File: src/rtl/mem_port_arbiter.sv
// Round-robin arbiter multiplexing NREQ requesters onto one single-word memory controller.
// All outputs registered; a watchdog aborts transactions the controller never finishes.
module mem_port_arbiter #(
    parameter int NREQ    = 2,
    parameter int ADDR_W  = 30,
    parameter int DATA_W  = 32,
    parameter int TIMEOUT = 1023,
    localparam int OW     = (NREQ > 1) ? $clog2(NREQ) : 1,
    localparam int TW     = $clog2(TIMEOUT + 1)
) (
    input  logic                     clk,
    input  logic                     reset,
    input  logic [NREQ-1:0]          req,
    input  logic [NREQ-1:0]          req_rw,
    input  logic [NREQ*ADDR_W-1:0]   req_addr,
    input  logic [NREQ*DATA_W-1:0]   req_wdata,
    output logic [NREQ-1:0]          ack,
    output logic                     ack_err,
    output logic [DATA_W-1:0]        rd_data,
    output logic [OW-1:0]            owner,
    output logic                     busy,
    output logic                     timeout_flag,
    input  logic                     mem_ready,
    output logic                     mem_op,
    output logic                     mem_rw,
    output logic [ADDR_W-1:0]        mem_addr,
    output logic [DATA_W-1:0]        mem_wdata,
    input  logic [DATA_W-1:0]        mem_rdata,
    input  logic                     mem_data_ready
);

    typedef enum logic [2:0] {IDLE, ISSUE, WAIT_RD, WAIT_WR, DONE} state_t;

    localparam logic [TW-1:0] TO_LAST = TW'(TIMEOUT - 1);
    localparam logic [OW:0]   NREQ_C  = (OW + 1)'(NREQ);

    state_t          state;
    logic [TW-1:0]   wd_cnt;
    logic            found;
    logic [OW-1:0]   win;
    logic [OW:0]     cand;

    // owner doubles as last_grant: search starts just above it and wraps.
    always_comb begin
        found = 1'b0;
        win   = owner;
        cand  = '0;
        for (int i = 1; i <= NREQ; i++) begin
            cand = {1'b0, owner} + (OW + 1)'(i);
            if (cand >= NREQ_C)
                cand = cand - NREQ_C;
            if (!found && req[cand[OW-1:0]]) begin
                found = 1'b1;
                win   = cand[OW-1:0];
            end
        end
    end

    always_ff @(posedge clk or posedge reset) begin
        if (reset) begin
            state        <= IDLE;
            ack          <= '0;
            ack_err      <= 1'b0;
            rd_data      <= '0;
            owner        <= OW'(NREQ - 1);
            busy         <= 1'b0;
            timeout_flag <= 1'b0;
            mem_op       <= 1'b0;
            mem_rw       <= 1'b1;
            mem_addr     <= '0;
            mem_wdata    <= '0;
            wd_cnt       <= '0;
        end else begin
            case (state)
                IDLE: begin
                    if (mem_ready && found) begin
                        owner     <= win;
                        mem_rw    <= req_rw[win];
                        mem_addr  <= req_addr[win*ADDR_W +: ADDR_W];
                        mem_wdata <= req_wdata[win*DATA_W +: DATA_W];
                        mem_op    <= 1'b1;
                        busy      <= 1'b1;
                        state     <= ISSUE;
                    end
                end
                ISSUE: begin
                    mem_op <= 1'b0;
                    wd_cnt <= '0;
                    state  <= mem_rw ? WAIT_RD : WAIT_WR;
                end
                WAIT_RD: begin
                    if (mem_data_ready) begin
                        rd_data <= mem_rdata;
                        ack     <= NREQ'(1) << owner;
                        ack_err <= 1'b0;
                        state   <= DONE;
                    end else if (wd_cnt == TO_LAST) begin
                        ack          <= NREQ'(1) << owner;
                        ack_err      <= 1'b1;
                        timeout_flag <= 1'b1;
                        state        <= DONE;
                    end else begin
                        wd_cnt <= wd_cnt + 1'b1;
                    end
                end
                WAIT_WR: begin
                    // Controller's ready is still high on the first cycle after mem_op.
                    if (wd_cnt != '0 && mem_ready) begin
                        ack     <= NREQ'(1) << owner;
                        ack_err <= 1'b0;
                        state   <= DONE;
                    end else if (wd_cnt == TO_LAST) begin
                        ack          <= NREQ'(1) << owner;
                        ack_err      <= 1'b1;
                        timeout_flag <= 1'b1;
                        state        <= DONE;
                    end else begin
                        wd_cnt <= wd_cnt + 1'b1;
                    end
                end
                DONE: begin
                    ack     <= '0;
                    ack_err <= 1'b0;
                    busy    <= 1'b0;
                    state   <= IDLE;
                end
                default: begin
                    state <= IDLE;
                    busy  <= 1'b0;
                end
            endcase
        end
    end

endmodule

File: config.mk
export PLATFORM = sky130hd
export DESIGN_NAME = mem_port_arbiter
export DESIGN_NICKNAME = d
export VERILOG_FILES = /design/src/rtl/mem_port_arbiter.sv
export SDC_FILE = /design/constraint.sdc
export NUM_CORES = 1
export LEC_CHECK = 0
export ABC_AREA = 1
export CORE_MARGIN = 5
export CORE_UTILIZATION = 25
export DETAILED_ROUTE_END_ITERATION = 10
export SLEW_MARGIN = 0
export SYNTH_ARGS = -nofsm -noshare
export SYNTH_HDL_FRONTEND = slang
export SYNTH_SLANG_ARGS = --single-unit
File: constraint.sdc
create_clock -name clk -period 11 [get_ports clk]
set_input_delay 3.3 -clock clk [delete_from_list [all_inputs] [get_ports clk]]
set_output_delay 3.3 -clock clk [all_outputs]
set_load 0.005 [all_outputs]
## Word level (Yosys, flattened, before mapping)

Index checks and enable logic that the tools add are counted.
W data, S select, Z words.

| operators by class | value |
|---|---|
| bitwise operators | 1 |
| muxes and demuxes | 37 |
| multiply operators | 1 |
| reductions and logical operators | 17 |
| add/subtract/negate cells | 5 |
| shift operators | 3 |
| eq/ne operators | 8 |
| $lt $le $gt $ge | 5 |

Operators with widths:

| kind | number |
|---|---|
| $shiftx A64 B7 Y32 | 1 |
| $shiftx A60 B7 Y30 | 1 |
| $mux W10 | 3 |
| $pmux W10 S3 | 1 |
| $mux W1 | 20 |
| $mux W3 | 4 |
| $pmux W3 S4 | 1 |
| $add A10 B1 Y10 const B | 1 |
| $eq A10 B10 Y1 const B | 1 |
| $reduce_bool A10 Y1 | 1 |
| $reduce_and A2 Y1 | 4 |
| $eq A3 B2 Y1 const B | 2 |
| $lt A1 B2 Y1 const B | 3 |
| $mux W2 | 3 |
| $ne A2 B2 Y1 const B | 3 |
| $pmux W1 S2 | 3 |
| $pmux W2 S3 | 1 |
| $reduce_and A3 Y1 | 2 |
| $reduce_bool A3 Y1 | 2 |
| $mul A1 B4 Y5 const B | 1 |
| $ge A2 B2 Y1 const B | 2 |
| $reduce_bool A2 Y1 | 2 |
| $eq A3 B1 Y1 const B | 1 |
| $eq A3 B3 Y1 const B | 1 |
| 10 further kinds | 13 |

| word-level totals | value |
|---|---|
| register bits | 115 |

## Longest topological paths before layout

Gate-level depths: netlist of the first run.

| depth | value |
|---|---|
| depth in word-level cells | 12 |
| gate-level depth with buffers | 12 |

## Least setup slack after synthesis of the first run

Ideal clock, no wire load.

| path | value |
|---|---|
| path kind | input to register |
| from | input port req[0] |
| to | register mem_wdata[0] |
| data arrival time | 4.087 ns |
| slack | 6.837 ns |
| cell stages on the path | 7 |
| path through | o21ai_0 nor2_1 inv_1 buf_2 buf_2 nand2_1 o21ai_1 |

| on the way | value |
|---|---|
| longest elaborated chain between the ends | 8 |
| elaborated cells between the ends (all ways) | 13 |

Ends and longest elaborated chain:

| what | RTL line | source |
|---|---|---|
| start, declared | 13 | `input logic [NREQ-1:0] req,` |
| parallel branches: the longest is 8 deep, another holds $shiftx A64 B7 Y32 | - |  |
| end signal, assigned | 80 | `mem_wdata <= req_wdata[win*DATA_W +: DATA_W];` |
| end, declared | 27 | `output logic [DATA_W-1:0] mem_wdata,` |

Several ways; the timed one is not identified. The select of a mux whose other input is x is not followed.
A chain may end at the register's enable or synchronous reset.

## Final worst setup path of the first run

| path | value |
|---|---|
| from | input port mem_ready |
| to | register mem_wdata[4] |

| on the way | value |
|---|---|
| longest elaborated chain between the ends | 2 |

Ends and longest elaborated chain:

| what | RTL line | source |
|---|---|---|
| start, declared | 23 | `input logic mem_ready,` |
| $logic_and A1 B1 Y1 | 76 | `if (mem_ready && found) begin` |
| $reduce_and A2 Y1 (no source line) | - |  |

Every way passes these cells.

==> results of run 1 <==
cell usage after synthesis (2+ instances only):
cell type	count
dfrtp_1	113
nand2_1	113
nor2_1	80
o21ai_1	71
o21ai_0	64
mux2_1	30
buf_2	21
inv_1	21
nand3_1	10
o21ai_2	9
clkbuf_1	8
nand2_2	6
a21oi_1	4
ha_1	3
inv_2	3
nor2_2	3
clkinv_2	2
dfstp_2	2
mux2_2	2
nand3_2	2
o21bai_1	2
xor2_1	2
worst max-delay path by stage:
stage	from	slack, ps	endpoint	cells after the start
2_1_floorplan	reset	4660	ack[0]$_DFFE_PP0P_	1
3_3_place_gp	mem_ready	5150	mem_addr[29]$_DFFE_PP0P_	8
3_5_place_dp	mem_ready	5130	mem_addr[29]$_DFFE_PP0P_	8
4_1_cts	mem_ready	5570	mem_addr[15]$_DFFE_PP0P_	8
5_1_grt	req[0]	5320	mem_addr[27]$_DFFE_PP0P_	8
6_report	mem_ready	5530	mem_wdata[4]$_DFFE_PP0P_	8
worst register-to-register path, stage by stage, from the launching register on:
cell and delay [ps]:
dfstp_2 580, inv_2 100, o21ai_4 120, buf_4 570, inv_2 590, o21ai_0 410, o21ai_1 80
flip-flops by register name, indices dropped and copies added, names as in the netlist:
register and cells:
mem_wdata 32, rd_data 32, mem_addr 30, wd_cnt 10
state 3, ack 2, ack_err 1, busy 1
mem_op 1, mem_rw 1, owner 1, timeout_flag 1
area by class of cell:
type / count / area share
flip-flops and latches: 115 / 0.3282
repair buffers: 269 / 0.3057
multi-input cells: 408 / 0.2443
clock buffers: 17 / 0.04848
well taps: 275 / 0.03921
clock inverters: 14 / 0.02139
inverters: 27 / 0.01241
diodes: 1 / 0.0002852
power by group:
group          switching (mW)  total (mW)  internal (mW)  leakage (nW)
sequential              0.111       0.729          0.618          1.41
clock                   0.205       0.582          0.376         0.291
combinational           0.425       0.933          0.508          2.00
total                   0.741        2.24           1.50          3.71
cell families (layout without fill, tap and decap cells):
logic type	count (synthesis)	count (layout)
and+or+nand+nor	219	219
AOI/OAI and AO/OA	151	151
DFF	115	115
buffers and inverters	58	327
muxes	32	32
adders and majority gates	3	3
xor gates and xnor gates	3	3
other	0	1
per-layer routing:
| metal | wire, um | track usage | vias up |
|---|---|---|---|
| li1 | - | - | 2433 |
| met5 | 10 | 0 | - |
| met3 | 1634 | 0.06064 | 25 |
| met4 | 341 | 0.05586 | 2 |
| met1 | 7273 | 0.1764 | 2294 |
| met2 | 8243 | 0.2274 | 189 |
==> flow_summary_export.csv, run 1 <==
group,metric,value,unit
outcome,run_status,"finished clean",
critical_path,cp_max_fo,66,
final_layout,stdcell_count,1126,
job,max_cap_violations,0,
synthesis,synth_cell_types,32,
sta,period_needed,5472,ps
drt,viasPerCell,4.390,
clock_network,tritoncts,"yes",
min_path,holdPathEnd,"mem_wdata[18]$_DFFE_PP0P_",
global_route,grt_pass1_wl,27.37,mm
critical_path,crit_chain,"clkdlybuf4s50_1 -> o21ai_0 -> nor2_4 -> buf_4 -> inv_2 -> buf_4 -> nand2_1 -> o21ai_1",
place,dp_slack,5129,ps
min_path,hold-path-cell-count,2,
synthesis,yosysTopAreaCellShare,0.5362,
sta,grt_setup_unrepaired,"false",
clock_network,numCtsBuffers,17,
clock_network,cts.hold.buffers_added,0,
sta,final-hold-violation-count,0,
critical_path,r2r-end,"mem_wdata[28]$_DFFE_PP0P_",
drt,wire_per_inst,15.54,um
global_route,grt_pass1_vias,5069,
power,fin_total_pwr,2.244,mW
critical_path,critPathMaxStageDelay,590,ps
clock_network,postCtsSetupBuffers,0,
synthesis,synth_compound_area_frac,0.1514,
final_layout,multiInputGateArea,0.002143,mm2
sta,holdWs,485.1,ps
final_layout,regArea,0.002880,mm2
drt,drc,0,
critical_path,critPathTopFamily,"buffers and inverters",
floorplanning,dieArea,0.02410,mm2
final_layout,final_nets,1005,
floorplanning,core-area,0.02089,mm2
critical_path,path_common_cell,"buf_4",
critical_path,slowest_stage,"clkdlybuf4s50_1",
critical_path,arrival,5770,ps
critical_path,critical_path_class,"input pin to flop",
place,place_area,0.008159,mm2
critical_path,rr_worst_depth,6,
synthesis,synth_adder_area_share,0.007117,
final_layout,fillers,2094,
final_layout,final_cell_mix,"265 x clkdlybuf4s50_1, 113 x nand2_1, 113 x dfrtp_1",
final_layout,drive_gt1_frac,0.08471,
synthesis,yosysWarnings,0,
critical_path,path_buf_inv,4,
global_route,grt_max_degree,78,
synthesis,async_flop_share,1.000,
global_route,track_usage,0.1444,
clock_network,clk_latency,410,ps
drt,postRouteAntennaNets,0,
final_layout,utilization,0.4201,
critical_path,end_kind,"flop",
place,dpl.hpwl,12.44,mm
sta,period_share,0.4974,
synthesis,synth_edf_count,0,
synthesis,syn_avg_cell_area,9.077,um2
critical_path,cp.required,11290,ps
synthesis,synth_seq_cells,115,
sta,max_slew_margin,0.2920,
sta,drv_slew,0,
sta,tns,0,ps
synthesis,synth_top_cell_by_area,"dfrtp_1",
final_layout,design_area,0.008775,mm2
critical_path,start_kind,"input pin",
power,power_density,255.7,mW/mm2
place,gp_congestion,0.8044,
clock_network,cts_resized,0,
floorplanning,num_rows,53,
clock_network,clockBufferDepth,2,
critical_path,r2r_slack,8430,ps
min_path,min_from,"mem_wdata[18]$_DFFE_PP0P_",
drt,first_pass_iters,4,
floorplanning,ios,266,
synthesis,ys.flop_type,"dfrtp_1",
power,ir_worst_vdd,100.4,uV
place,numPortBuffers,265,
clock_network,root_buffer,"clkbuf_16",
synthesis,synthTopCellsByArea,"dfrtp_1 54%, nand2_1 8.0%, o21ai_1 6.7%",
synthesis,synthSimpleGateAreaFrac,0.1711,
final_layout,syn2layout_area_growth,66.38,%
place,dp_cells,1094,
sta,skew,6.021,ps
floorplanning,die_w,155.2,um
synthesis,ys_seq_area_frac,0.5461,
sta,setup_viol,0,
synthesis,syn_area,0.005274,mm2
global_route,gr-total-overflow,0,
sta,worstMarginPinSlew,1062,ps
global_route,antenna_found_initial,2,
power,power.leakage,3.709,nW
drt,vias,4943,
synthesis,synthMuxAreaShare,0.06833,
clock_network,h-tree-depth,4,
critical_path,timing.rr.start,"owner$_DFFE_PP1P_",
synthesis,synth-xor-area-share,0.004982,
synthesis,synthesis.nets,748,
floorplanning,initial_core_util,0.2525,
clock_network,cts.sinks,115,
sta,fmax,182.8,MHz
final_layout,final_common_cell,"clkdlybuf4s50_1",
floorplanning,dieHeight,155.2,um
sta,setup_slack,5528,ps
drt,drt_iter0_drc,195,
drt,wl,17.50,mm
synthesis,synth_top_family_by_area,"simple AND/OR/NAND/NOR gates",
clock_network,cts.clk_slew.worst_paths,60,ps
synthesis,synthCells,581,
min_path,hold_class,"flop to flop",
Note: power is estimated with default switching activity, not from simulation.
==> run 2, diff against run 1 <==
Clock period 11 ns to 5.6 ns, I/O delays scaled along.
==> flow_summary_export.csv, run 2 (same netlist as run 1, synthesis figures left out) <==
group,metric,value,unit
outcome,run_status,"finished clean",
final_layout,final_cell_mix,"265 x clkdlybuf4s50_1, 113 x nand2_1, 113 x dfrtp_1",
final_layout,drive_gt1_frac,0.08461,
critical_path,critPathMaxStageDelay,590,ps
drt,postRouteAntennaNets,0,
clock_network,numCtsBuffers,17,
clock_network,root_buffer,"clkbuf_16",
final_layout,diodes,0,
sta,setup_slack,2177,ps
power,power_density,496.1,mW/mm2
floorplanning,dieArea,0.02410,mm2
drt,wl,17.53,mm
floorplanning,ios,266,
drt,vias,4864,
place,dpl.hpwl,12.44,mm
clock_network,h-tree-depth,4,
place,gp_congestion,0.8102,
drt,drt_iter0_drc,224,
power,power.leakage,3.694,nW
sta,period_share,0.6112,
sta,skew,11.92,ps
global_route,grt_pass1_vias,4940,
final_layout,syn2layout_area_growth,65.81,%
clock_network,clockBufferDepth,2,
place,numPortBuffers,265,
sta,final-hold-violation-count,0,
clock_network,cts.clk_slew.worst_paths,60,ps
clock_network,postCtsSetupBuffers,0,
power,ir_worst_vdd,181.6,uV
final_layout,reg.largest.list,"mem_wdata (32), rd_data (32), mem_addr (30)",
critical_path,end_kind,"flop",
drt,drc,0,
global_route,gr-total-overflow,0,
global_route,grt_pass1_wl,27.43,mm
clock_network,tritoncts,"yes",
global_route,grt_max_degree,74,
critical_path,crit_chain,"clkdlybuf4s50_1 -> o21ai_0 -> nor2_4 -> inv_2 -> buf_4 -> nand2_1 -> o21ai_1",
drt,first_pass_iters,4,
floorplanning,dieHeight,155.2,um
critical_path,arrival,3750,ps
sta,drv_slew,0,
sta,period_needed,3423,ps
critical_path,start_kind,"input pin",
job,max_cap_violations,0,
sta,grt_setup_unrepaired,"false",
final_layout,final_common_cell,"clkdlybuf4s50_1",
sta,max_slew_margin,0.3169,
floorplanning,initial_core_util,0.2525,
sta,worstMarginPinSlew,1025,ps
floorplanning,num_rows,53,
clock_network,cts.sinks,115,
critical_path,slowest_stage,"inv_2",
clock_network,clk_latency,410,ps
floorplanning,core-area,0.02089,mm2
critical_path,cp.required,5930,ps
critical_path,cp_max_fo,43,
clock_network,cts_resized,0,
drt,viasPerCell,4.320,
floorplanning,die_w,155.2,um
sta,holdWs,472.9,ps
final_layout,utilization,0.4186,
global_route,antenna_found_initial,1,
critical_path,r2r_slack,3470,ps
sta,tns,0,ps
min_path,hold_class,"flop to flop",
clock_network,cts.hold.buffers_added,0,
sta,setup_viol,0,
critical_path,critical_path_class,"input pin to flop",
sta,fmax,292.1,MHz
global_route,track_usage,0.1452,
final_layout,final_nets,1006,
place,dp_slack,1722,ps
drt,wire_per_inst,15.57,um
==> run 2: cell count changes in the layout (fill, tap and decap cells not counted), sizes merged <==
cell and change:
inv -1, buf +1, bufinv -2, clkinv +1, clkbuf +2, diode -1
==> run 2: routing by layer <==
layer	up-vias	GRT usage	wire (um)
met5	-	0	20
met4	2	0.05294	313
met3	22	0.06453	1712
met2	188	0.2282	8212
met1	2225	0.1767	7273
li1	2427	-	-
==> run 2: path summary, 6_finish.rpt <==
| path | start | end | cells past startpoint |
|---|---|---|---|
| setup / recovery | req[0] | mem_wdata[25]$_DFFE_PP0P_ | 7 |
| hold / removal | timeout_flag$_DFFE_PP0P_ | timeout_flag$_DFFE_PP0P_ | 1 |
| setup reg to reg | state[2]$_DFFE_PP0P_ | wd_cnt[9]$_DFFE_PP0P_ | 10 |
| hold reg to reg | timeout_flag$_DFFE_PP0P_ | timeout_flag$_DFFE_PP0P_ | 1 |
| max in group asynchronous | reset | owner$_DFFE_PP1P_ | 3 |
| min in group asynchronous | reset | rd_data[4]$_DFFE_PP0P_ | 2 |
==> run 2: where the power goes <==
| part | internal [mW] | leakage [nW] | switching, mW |
|---|---|---|---|
| Sequential | 1.21 | 1.41 | 0.216 |
| Clock | 0.665 | 0.271 | 0.407 |
| Combinational | 0.999 | 2.01 | 0.838 |
| Total | 2.88 | 3.69 | 1.46 |
==> run 2: final cells by class <==
class                           count  area, um2
Sequential cell                   115       2880
Tap cell                          275      344.1
Clock inverter                     12      135.1
Timing Repair Buffer              270       2690
Fill cell                        2068      12140
Inverter                           27      108.9
Multi-Input combinational cell    408       2143
Clock buffer                       19      442.9
==> run 2: stage by stage <==
stage / instances / total power, mW / instance area, um2
after detailed placement: 1095 / 3.318 / 8167
after global placement: 1095 / 3.306 / 8167
final: 1126 / 4.338 / 8745
after global routing: 1126 / 4.684 / 8745
after floorplan: 581 / 2.246 / 5274
after CTS: 1126 / 4.425 / 8745
==> run 2: critical path, delay by kind of cell <==
family | cells | cell delay, ps
buffers and inverters | 3 | 1460
AO/OA/AOI/OAI | 2 | 460
AND/OR/NAND/NOR | 2 | 140
==> run 3, diff against run 2 <==
Clock period 5.6 ns to 3.14 ns, I/O delays scaled along.
==> flow_summary_export.csv, run 3 (same netlist as run 1, synthesis figures left out) <==
group,metric,value,unit
critical_path,worstSetupStartpoint,"mem_rw$_DFFE_PP1P_",
drt,wl,17.34,mm
floorplanning,initial_core_util,0.2525,
place,gp_congestion,0.7877,
critical_path,crit_chain,"clkdlybuf4s50_1",
min_path,hold_class,"flop to flop",
final_layout,final_common_cell,"clkdlybuf4s50_1",
critical_path,critPathTopFamily,"buffers and inverters",
critical_path,path_buf_inv,1,
clock_network,clk_latency,410,ps
floorplanning,ios,266,
power,fin_total_pwr,7.804,mW
drt,wire_per_inst,15.37,um
critical_path,arrival,1530,ps
critical_path,r2r_slack,1130,ps
power,power_density,886.2,mW/mm2
global_route,gr-total-overflow,0,
global_route,grt_pass1_vias,5045,
sta,grt_setup_unrepaired,"false",
final_layout,drive_gt1_frac,0.08675,
floorplanning,dieHeight,155.2,um
global_route,grt_pass1_wl,27.26,mm
drt,viasPerCell,4.371,
clock_network,clockBufferDepth,2,
critical_path,end_kind,"output pin",
clock_network,cts.clk_slew.worst_paths,50,ps
final_layout,diodes,0,
clock_network,cts.sinks,115,
final_layout,regArea,0.002880,mm2
sta,setup_viol,0,
critical_path,cp.required,2200,ps
floorplanning,num_rows,53,
sta,tns,0,ps
critical_path,critPathMaxStageDelay,570,ps
sta,worstMarginPinSlew,983.9,ps
critical_path,cp_max_fo,3,
clock_network,cts_resized,0,
power,power.leakage,3.729,nW
floorplanning,die_w,155.2,um
final_layout,utilization,0.4216,
place,dpl.hpwl,12.40,mm
drt,vias,4931,
drt,drc,0,
critical_path,crit_end,"mem_rw",
sta,fmax,403.7,MHz
place,dp_cells,1098,
sta,drv_slew,0,
critical_path,start_kind,"flop",
outcome,run_status,"finished clean",
clock_network,postCtsSetupBuffers,0,
clock_network,h-tree-depth,4,
final_layout,syn2layout_area_growth,66.98,%
clock_network,numCtsBuffers,17,
drt,postRouteAntennaNets,0,
clock_network,cts.hold.buffers_added,0,
drt,drt_iter0_drc,156,
sta,max_slew_margin,0.3441,
critical_path,r2r-end,"mem_addr[7]$_DFFE_PP0P_",
critical_path,slowest_stage,"clkdlybuf4s50_1",
sta,period_needed,2477,ps
clock_network,root_buffer,"clkbuf_16",
final_layout,reg.largest.list,"mem_wdata (32), rd_data (32), mem_addr (30)",
critical_path,timing.rr.start,"owner$_DFFE_PP1P_",
global_route,grt_max_degree,65,
final_layout,final_nets,1009,
final_layout,fillers,2070,
global_route,track_usage,0.1437,
sta,period_share,0.7888,
global_route,antenna_found_initial,1,
drt,first_pass_iters,4,
power,ir_worst_vdd,324.9,uV
floorplanning,core-area,0.02089,mm2
clock_network,tritoncts,"yes",
job,max_cap_violations,0,
critical_path,critical_path_depth,1,
critical_path,rr_worst_depth,6,
final_layout,multiInputGateArea,0.002143,mm2
final_layout,stdcell_count,1128,
sta,final-hold-violation-count,0,
place,numPortBuffers,265,
floorplanning,dieArea,0.02410,mm2
final_layout,final_cell_mix,"265 x clkdlybuf4s50_1, 113 x nand2_1, 113 x dfrtp_1",
critical_path,critical_path_class,"flop to output pin",
sta,holdWs,474.0,ps
sta,skew,8.634,ps
run 3: cell types whose count changed in the layout (fill, tap and decap cells not counted):
cell | previous run | this run
bufinv_16 | 2 | 3
buf_12 | 0 | 2
buf_4 | 5 | 6
clkinv_4 | 4 | 1
clkbuf_8 | 1 | 2
clkinvlp_4 | 4 | 3
inv_4 | 2 | 1
clkinv_2 | 4 | 6
run 3: layout make-up:
cell class                      count  area share
Inverter                           27     0.01250
Multi-Input combinational cell    408      0.2434
Clock buffer                       20     0.05186
Tap cell                          275     0.03907
Clock inverter                     10     0.01520
Timing Repair Buffer              273      0.3109
Sequential cell                   115      0.3271
run 3: report_power, final:
group / switching (mW) / internal [mW] / leakage, nW
Combinational: 1.50 / 1.80 / 2.03
Clock: 0.687 / 1.28 / 0.288
Sequential: 0.383 / 2.16 / 1.41
run 3: worst register-to-register path, cell delays in order, from the launching register on:
cell and delay, ps:
dfstp_2 560, inv_2 80, nand2_1 110, o21ai_4 70, inv_2 670, o21ai_0 260
o21ai_1 180
run 3: worst min-delay path by stage:
| stage | slack [ps] | startpoint | depth (start not counted) | endpoint |
|---|---|---|---|---|
| after floorplan | 470 | timeout_flag$_DFFE_PP0P_ | 1 | timeout_flag$_DFFE_PP0P_ |
| after global placement | 470 | timeout_flag$_DFFE_PP0P_ | 1 | timeout_flag$_DFFE_PP0P_ |
| after detailed placement | 470 | timeout_flag$_DFFE_PP0P_ | 1 | timeout_flag$_DFFE_PP0P_ |
| after CTS | 480 | timeout_flag$_DFFE_PP0P_ | 1 | timeout_flag$_DFFE_PP0P_ |
| after global routing | 500 | rd_data[2]$_DFFE_PP0P_ | 1 | rd_data[2]$_DFFE_PP0P_ |
| final | 470 | timeout_flag$_DFFE_PP0P_ | 1 | timeout_flag$_DFFE_PP0P_ |
run 3: metrics by stage:
step / cell area [um2] / setup WS [ps]
3_5_place_dp: 8215 / 266.0
5_1_grt: 8806 / 547.0
6_report: 8806 / 663.1
2_1_floorplan: 5278 / 800.2
3_3_place_gp: 8215 / 348.4
4_1_cts: 8806 / 643.4
run 3: layer usage:
layer / up-vias / GRT usage / wire, um / part of all wire
met5: - / 0 / 13 / 0.00075
met4: 2 / 0.03960 / 220 / 0.013
met3: 16 / 0.06537 / 1765 / 0.10
met2: 192 / 0.2350 / 8397 / 0.48
met1: 2292 / 0.1716 / 6938 / 0.40
li1: 2429 / - / - / -
